$ cat config.mk
export PLATFORM = sky130hd
export DESIGN_NAME = ecc_ahb_slv_sif
export DESIGN_NICKNAME = d
export VERILOG_FILES = /design/src/rtl/ahb_sif_pkg.sv /design/src/rtl/ecc_ahb_slv_sif.sv
export SDC_FILE = /design/constraint.sdc
export NUM_CORES = 1
export LEC_CHECK = 0
export CAP_MARGIN = 15
export CORE_MARGIN = 1.5
export CORE_UTILIZATION = 23
export CTS_BUF_LIST = sky130_fd_sc_hd__clkbuf_16
export DETAILED_ROUTE_END_ITERATION = 10
export PLACE_DENSITY_LB_ADDON = 0.25
export SLEW_MARGIN = 10
export SYNTH_ARGS = -nofsm -noshare
export SYNTH_HDL_FRONTEND = slang
export SYNTH_SLANG_ARGS = --single-unit
export TNS_END_PERCENT = 30
$ cat constraint.sdc
create_clock -name clk -period 2.1 [get_ports clk]
set_clock_uncertainty 0.2 [all_clocks]
set_input_delay 0.42 -clock clk [delete_from_list [all_inputs] [get_ports clk]]
set_output_delay 0.42 -clock clk [all_outputs]
set_load 0.05 [all_outputs]
$ cat src/rtl/ahb_sif_pkg.sv
// Shared AHB-lite encodings and the slave front-end state type.
package ahb_sif_pkg;

   localparam logic [1:0] AHB_IDLE      = 2'b00;
   localparam logic [1:0] AHB_BUSY      = 2'b01;
   localparam logic [1:0] AHB_NONSEQ    = 2'b10;
   localparam logic [1:0] AHB_SEQ       = 2'b11;
   localparam logic [2:0] AHB_SIZE_WORD = 3'b010;

   typedef enum logic [1:0] {
      IDLE = 2'd0,
      DATA = 2'd1,
      ERR1 = 2'd2,
      ERR2 = 2'd3
   } ahb_sif_state_e;

endpackage

$ cat src/rtl/ecc_ahb_slv_sif.sv
// AHB-lite slave front-end: turns AHB address/data phases into a one-cycle
// register request and builds the OKAY / wait / two-cycle ERROR responses.
module ecc_ahb_slv_sif
   import ahb_sif_pkg::*;
#(
   parameter int AHB_ADDR_WIDTH    = 32,
   parameter int AHB_DATA_WIDTH    = 32,
   parameter int CLIENT_ADDR_WIDTH = 12
) (
   input  logic                         clk,
   input  logic                         reset,
   input  logic [AHB_ADDR_WIDTH-1:0]    haddr_i,
   input  logic [AHB_DATA_WIDTH-1:0]    hwdata_i,
   input  logic                         hsel_i,
   input  logic                         hwrite_i,
   input  logic                         hready_i,
   input  logic [1:0]                   htrans_i,
   input  logic [2:0]                   hsize_i,
   output logic                         hresp_o,
   output logic                         hreadyout_o,
   output logic [AHB_DATA_WIDTH-1:0]    hrdata_o,
   output logic                         dv_o,
   output logic                         write_o,
   output logic [CLIENT_ADDR_WIDTH-1:0] addr_o,
   output logic [AHB_DATA_WIDTH-1:0]    wdata_o,
   input  logic                         hold_i,
   input  logic [AHB_DATA_WIDTH-1:0]    rdata_i,
   input  logic                         err_i,
   output ahb_sif_state_e               dbg_state
);

   ahb_sif_state_e               state;
   logic                         write_q;
   logic [CLIENT_ADDR_WIDTH-1:0] addr_q;

   logic accept;
   logic legal;
   logic complete;
   logic take;
   logic unused_haddr_hi;

   assign accept = hsel_i & hready_i & htrans_i[1];
   assign legal  = (hsize_i == AHB_SIZE_WORD) && (haddr_i[1:0] == 2'b00);

   // A new address phase is only taken when no data phase is still pending;
   // an errored completion drops any overlapping address phase.
   assign complete = (state == DATA) && !hold_i && !err_i;
   assign take     = accept && ((state == IDLE) || (state == ERR2) || complete);

   assign unused_haddr_hi = ^haddr_i[AHB_ADDR_WIDTH-1:CLIENT_ADDR_WIDTH];

   always_ff @(posedge clk or posedge reset) begin
      if (reset) begin
         state   <= IDLE;
         write_q <= 1'b0;
         addr_q  <= '0;
      end else begin
         if (take) begin
            write_q <= hwrite_i;
            addr_q  <= haddr_i[CLIENT_ADDR_WIDTH-1:0];
         end
         unique case (state)
            IDLE, ERR2: begin
               if (take) state <= legal ? DATA : ERR1;
               else      state <= IDLE;
            end
            DATA: begin
               if (!hold_i) begin
                  if (err_i)     state <= ERR1;
                  else if (take) state <= legal ? DATA : ERR1;
                  else           state <= IDLE;
               end
            end
            ERR1:    state <= ERR2;
            default: state <= IDLE;
         endcase
      end
   end

   assign dv_o        = (state == DATA);
   assign write_o     = write_q;
   assign addr_o      = addr_q;
   assign wdata_o     = hwdata_i;
   assign hresp_o     = (state == ERR1) || (state == ERR2);
   assign hreadyout_o = (state == DATA) ? !hold_i : (state != ERR1);
   assign hrdata_o    = ((state == DATA) && !write_q && !hold_i) ? rdata_i : '0;
   assign dbg_state   = state;

endmodule

[After elaboration in Yosys (flattened, before gate mapping)]
Index checks and enable logic that the tools add are counted.
Storage, ports and cells
  register bits: 15
  input port bits: 108
  output and inout port bits: 82
  word-level logic and storage cells: 33
Cells by class
  equal/unequal tests: 6
  muxes and demuxes: 7
  bitwise operators: 2
  reductions and logical operators: 15
Operators by type and width (number)
  $mux W32: 1
  $mux W2: 4
  $logic_and A1 B1 Y1: 6
  $pmux W2 S3: 1
  $eq A2 B2 Y1 const B: 2
  $logic_not A2 Y1: 2
  $ne A2 B2 Y1 const B: 2
  $eq A3 B2 Y1 const B: 1
  $logic_not A1 Y1: 3
  $logic_or A1 B1 Y1: 3
  $and A1 B1 Y1: 2
  $eq A2 B1 Y1 const B: 1
  $reduce_or A2 Y1: 1
  $mux W1: 1

[Longest topological paths before layout]
Gate-level depths: netlist of the first run.
  word-level depth: 9
  mapped depth: 6
  mapped depth without buffers: 6

[Worst setup path before layout of the first run]
No wires, ideal clock.
  path type: register -> output
  from: register state[0], in the netlist dbg_state[0]
  to: output hrdata_o[10]
  arrival: 2288 ps
  data required time: 1480 ps
  slack: -808 ps
  stages on the path, launching flop included: 6
  path buffers: 1
  path through: dfrtp_1 > ha_1 > nand2b_1 > nor2_1 > clkbuf_1 > and2_1
Between the ends
  cells in the longest elaborated chain, start to end: 4
RTL lines
  from (decl): RTL line ecc_ahb_slv_sif.sv:32  | ahb_sif_state_e state;
  from (signal assigned): RTL line ecc_ahb_slv_sif.sv:64  | if (take) state <= legal ? DATA : ERR1;
  from (signal assigned): RTL line ecc_ahb_slv_sif.sv:70  | else if (take) state <= legal ? DATA : ERR1;
  $eq A2 B1 Y1
  via dv_o: RTL line ecc_ahb_slv_sif.sv:22  | output logic dv_o,
  $logic_and A1 B1 Y1 (2 in series): RTL line ecc_ahb_slv_sif.sv:86  | assign hrdata_o = ((state == DATA) && !write_q && !hold_i) ? rdata_i : '0;
  $mux W32: RTL line ecc_ahb_slv_sif.sv:86
  to (decl): RTL line ecc_ahb_slv_sif.sv:21  | output logic [AHB_DATA_WIDTH-1:0] hrdata_o,
The timed path passes the listed nets, and every way through them passes these cells.

[Final worst setup path of the first run]
  from: register state[1], in the netlist dbg_state[1]
  to: output hrdata_o[22]
Between the ends
  cells in the longest elaborated chain, start to end: 4
RTL lines (RTL line)
  $eq A2 B1 Y1: ecc_ahb_slv_sif.sv:86
  $logic_and A1 B1 Y1 (2 in series): ecc_ahb_slv_sif.sv:86
  $mux W32: ecc_ahb_slv_sif.sv:86
Every way passes these cells.

==> results_dict.tcl, run 1 <==
set metrics [dict create \
    grt_pass1_wl_um 5400 \
    synthCells 121 \
    avgSynthCellArea_um2 10.1 \
    initial_utilization 0.239 \
    netlist-cell-type-count 24 \
    routed-via-count 1119 \
    crit_buf_inv 3 \
    slew_headroom 0.634 \
    fin_ws_ns -0.0734 \
    synthesis.area_mm2 0.00122 \
    use_met1 0.130 \
    syn_to_final_growth_pct 121 \
    cts_tree "done" \
    final_nets 315 \
    grt-busiest-layer "met2" \
    ir_drop_mv 1.05 \
    row_count 26 \
    numCtsBuffers 3 \
    synthTopCellsByArea "dfrtp_1, buf_4, and2_1" \
    grt_pass1_vias 1122 \
    leakage_uw 0.00119 \
    ys_ff_latch 15 \
    slew_viol_final 0 \
    worst_pin_slew_ns 0.548 \
    pwr_density_cell_mw_per_mm2 1130 \
    hold_depth 1 \
    slowest_stage "dfrtp_2" \
    h-tree-depth 1 \
    worst_ep_arrival_time_ns 1.55 \
    grt_overflow_total 0 \
    final-hold-violation-count 0 \
    fmax_ghz 0.460 \
    fin_worst_hold_slack_ns 0.306 \
    drv_cap 0 \
    worst-setup-path-type "reg2out" \
    drt_iter0_drc 11 \
    drc 0 \
    track_usage 0.125 \
    die_area_mm2 0.00574 \
    via_per_inst 4.10 \
    gp_congestion 0.659 \
    portBuffers 104 \
    hold_path.class "reg2reg" \
    rr_worst_depth 7 \
    path_cells "inv_2, ha_4, nand2b_4, nor2_4, buf_6, and2_4, buf_12" \
    synth.top_cell.area_share 0.308 \
    dp_hpwl_um 3110 \
    core_area_mm2 0.00511 \
    clkLatencyLatePin_ns 0.24 \
    cts_root_buf "clkbuf_16" \
    clk_pin_slew_worst_paths_ns 0.05 \
    required_ns 1.48 \
    pin_count 190 \
    status "complete, but fails checks" \
    period_minus_slack_ns 2.17 \
    endpoint_kind "output port" \
    critPathMaxStageDelay_ns 0.40 \
    dpl_worst_slack_ns -0.162 \
    die_y_um 75.8 \
    yosysTopAreaCell "dfrtp_1" \
    cts_sinks 15 \
    rsz0062_at_grt "true" \
    startpoint_type "register" \
    crit_fanout 8 \
    antenna_cells 0 \
    cp.depth 7 \
    period_share 1.03 \
    antenna_found_initial 0 \
    dieWidth_um 75.8 \
    ant_nets 0 \
    met3_usage 0.0476 \
    wl_per_cell_um 13.8 \
    finalSetupViolCount 32 \
    ys_warn_count 0 \
    wl_um 3770 \
    drive_above_1_share 0.576 \
    cp_top_family "flip-flops" \
    violations "negative setup slack" \
    async_reset_ff_frac 1.00 \
    synth_enable_flop_cells 0 \
    grt_max_degree 17 \
    firstDrtPassIters 2 \
    ys_seq_area_frac 0.308 \
    power_uw 3040 \
    clockBufferDepth 2 \
    syn_nets 232 \
    synthTopCellsByCount "and2_1, buf_4, dfrtp_1" \
    synth_flop_cell "dfrtp_1" \
    met2_usage 0.232 \
]
==> registers in the layout (all words and copies together) (netlist names) <==
register / cells
dbg_state: 2
addr_o: 12
write_o: 1
==> layer usage <==
layer,vias to the layer above,part of all wire
met4,0,0.0098
met2,96,0.52
met3,4,0.16
met1,500,0.31
li1,519,-
met5,-,0
==> cells by family (layout without fill, tap and decap cells) <==
kind of cell	count (synthesis)	in the layout	share of synthesized area
AO/OA/AOI/OAI	5	5	0.0441
adder cells (fa/ha/maj)	3	3	0.0308
buffers and inverters	39	121	0.232
flip-flops	15	15	0.308
multiplexers	13	13	0.151
AND/OR/NAND/NOR	46	46	0.234
==> per-stage QoR <==
stage          TNS (ns)  instances  area [um2]  utilization
4_1_cts           -3.17        275        2740        0.536
2_1_floorplan     -1.29        121        1370            -
6_report          -2.13        273        2690        0.527
5_1_grt           -4.76        273        2690        0.527
3_5_place_dp      -6.21        263        2560        0.500
3_3_place_gp      -5.85        263        2560        0.500
==> final timing paths <==
path / from / to / slack (ns)
setup / recovery: dbg_state[1] / hrdata_o[22] / -0.07
hold / removal: addr_o[7] / addr_o[7] / 0.31
setup reg to reg: dbg_state[0] / addr_o[0] / 0.02
hold reg to reg: addr_o[7] / addr_o[7] / 0.31
max in group asynchronous: reset / dbg_state[1] / 0.98
min in group asynchronous: reset / addr_o[0] / 0.33
==> where the power goes <==
part	total (uW)	switching [uW]	internal, uW
Clock	356	105	251
Sequential	534	95.3	439
Combinational	2150	1180	973
==> cell usage in the layout (no fill, tap or decap), drive strengths merged <==
master / count
o22a: 1
nor4: 1
clkbuf: 3
ha: 3
nand2: 2
o21ai: 1
mux2: 13
clkdlybuf4s50: 55
nor2b: 1
or2: 1
o2111ai: 1
nand3: 1
o311a: 1
o211ai: 1
and2: 32
or2b: 1
and3: 1
nand2b: 4
dfrtp: 15
dlygate4sd2: 1
nor2: 1
inv: 4
and2b: 1
buf: 58
==> cell type report <==
| cell class | count | area, um2 |
|---|---|---|
| fill | 455 | 2410 |
| timing repair buffer | 114 | 1460 |
| multi-input combinational | 67 | 681 |
| sequential | 15 | 378 |
| tap | 70 | 87.6 |
| clock buffer | 3 | 75.1 |
| inverter | 3 | 11.3 |
| clock inverter | 1 | 3.75 |
==> repair_timing <==
action,CTS,global route
gates cloned,2,0
setup endpoints to repair,32,35
resized for setup,5,7
hold buffers,0,0
pin swaps,1,7
setup buffers,6,1
Note: power is estimated with default switching activity, not from simulation.
==> run 2, diff against run 1 <==
Settings changed: REMOVE_ABC_BUFFERS set to 1.
==> run 2 against run 1 <==
  * The run still ends with negative setup slack left
  * Register-to-register slack lost 0.03 ns
  * Cell count grew 1.8%
  * Via count grew 8.9%
  * Clock power grew 2%
  * Critical path depth shrank 2
  * Routed wire length grew 64%
  * Highest routed layer unchanged
==> results_dict.tcl, run 2 (synthesis results as in run 1) <==
set metrics [dict create \
    slew_viol_final 0 \
    worstHoldStart "addr_o[2]" \
    fin_util 0.532 \
    via_per_inst 4.38 \
    firstDrtPassIters 4 \
    routed-via-count 1219 \
    largest_register_ffs 12 \
    clockBufferDepth 2 \
    period_share 1.02 \
    hold_path.class "reg2reg" \
    cts_root_buf "clkbuf_16" \
    reg2reg_from "dbg_state[0]" \
    antenna_cells 0 \
    fin_ws_ns -0.0519 \
    die_area_mm2 0.00574 \
    worst-setup-path-type "reg2out" \
    rr_worst_depth 7 \
    pwr_density_cell_mw_per_mm2 1140 \
    endpoint_kind "output port" \
    dp.cells 267 \
    track_usage 0.203 \
    clkLatencyLatePin_ns 0.24 \
    drive_above_1_share 0.587 \
    clk_pin_slew_worst_paths_ns 0.05 \
    wl_met3_um 1170 \
    required_ns 1.48 \
    fillerInstances 447 \
    p_clk_frac 0.117 \
    final_nets 320 \
    dp_hpwl_um 5250 \
    wl_um 6180 \
    initial_utilization 0.239 \
    ff2ff_setup_slack_ns -0.01 \
    drv_cap 0 \
    drt_iter0_drc 21 \
    fmax_ghz 0.465 \
    numCtsBuffers 3 \
    die_y_um 75.8 \
    power_frac_seq 0.172 \
    r2r-end "addr_o[1]" \
    switchingPower_uw 1420 \
    ir_drop_mv 1.01 \
    cts_sinks 15 \
    startpoint_type "register" \
    crit_start "dbg_state[1]" \
    pwr-share-comb 0.711 \
    antenna_found_initial 0 \
    row_count 26 \
    ant_nets 0 \
    cts_tree "done" \
    finalSetupViolCount 36 \
    layout_commonest_cell "clkdlybuf4s50_1" \
    drc 0 \
    finalNonFillerCells 278 \
    grt_overflow_total 0 \
    h-tree-depth 1 \
    violations "negative setup slack" \
    intPower_uw 1690 \
    leakage_uw 0.00122 \
    crit_end "hreadyout_o" \
    wl_met2_um 3080 \
    grt_pass1_wl_um 7800 \
    wl_met1_um 1660 \
    status "complete, but fails checks" \
    sw_frac_of_total 0.456 \
    grt_pass1_vias 1151 \
    core_area_mm2 0.00511 \
    gp_congestion 0.857 \
    final-hold-violation-count 0 \
    portBuffers 104 \
    worst_pin_slew_ns 0.577 \
    routed.top_layer "met4" \
    grt_max_degree 17 \
    dieWidth_um 75.8 \
    syn_to_final_growth_pct 123 \
    wl_per_cell_um 22.2 \
    crit_fanout 5 \
    slew_headroom 0.615 \
    layout_common_cells "clkdlybuf4s50_1, buf_12, and2_4, buf_4, dfrtp_1" \
    multiInputGateArea_um2 671 \
    period_minus_slack_ns 2.15 \
    rsz0062_at_grt "true" \
    cts_hold_buffers 0 \
    worst_ep_arrival_time_ns 1.53 \
    final-seq-area_um2 377 \
    pin_count 190 \
]
-- run 2: final cells by class --
cell class | count | share of cell area
multi-input combinational | 67 | 0.247
sequential | 15 | 0.139
clock inverter | 1 | 0.00184
inverter | 3 | 0.00414
tap | 70 | 0.0322
clock buffer | 3 | 0.0276
timing repair buffer | 119 | 0.549
-- run 2: layer usage --
layer  up-vias  track usage
li1        531            -
met1       533        0.169
met2       143        0.345
met3        12        0.159
met4         0        0.103
met5         -            0
-- run 2: power groups by stage --
stage          combinational (uW)  clock, uW  sequential [uW]
6_report                     2210        364              536
5_1_grt                      2300        394              553
3_5_place_dp                 2060          0              525
2_1_floorplan                 706          0             1030
3_3_place_gp                 2040          0              532
4_1_cts                      2210        378              544
-- run 2: through the flow --
stage / power [uW] / setup slack [ns] / hold WS [ns] / cell area (um2) / TNS (ns)
6_report: 3110 / -0.0519 / 0.306 / 2720 / -1.16
5_1_grt: 3240 / -0.105 / 0.323 / 2720 / -3.39
4_1_cts: 3130 / -0.120 / 0.307 / 2760 / -3.26
3_5_place_dp: 2590 / -0.261 / 0.295 / 2460 / -10.01
3_3_place_gp: 2570 / -0.245 / 0.289 / 2460 / -9.70
2_1_floorplan: 1730 / -1.16 / 0.121 / 947 / -44.15
-- run 2: critical path, cell delays in order, from the launching register on --
cell and delay (ns):
dfrtp_1 0.38, buf_4 0.15, ha_2 0.32, buf_4 0.14
nand2b_1 0.15, buf_12 0.15
-- run 2: how the worst min path moves through the flow --
stage / slack, ns / depth (start not counted) / to
6_report: 0.31 / 1 / addr_o[2]
4_1_cts: 0.31 / 1 / addr_o[2]
5_1_grt: 0.32 / 1 / addr_o[2]
3_3_place_gp: 0.29 / 1 / addr_o[2]
2_1_floorplan: 0.12 / 1 / addr_o[0]
3_5_place_dp: 0.29 / 1 / addr_o[7]
-- run 2: timing repair --
item	CTS	global route
buffers inserted	5	3
resized for setup	45	4
cloned	2	0
pin swaps	14	17
endpoints found under the setup margin	33	34
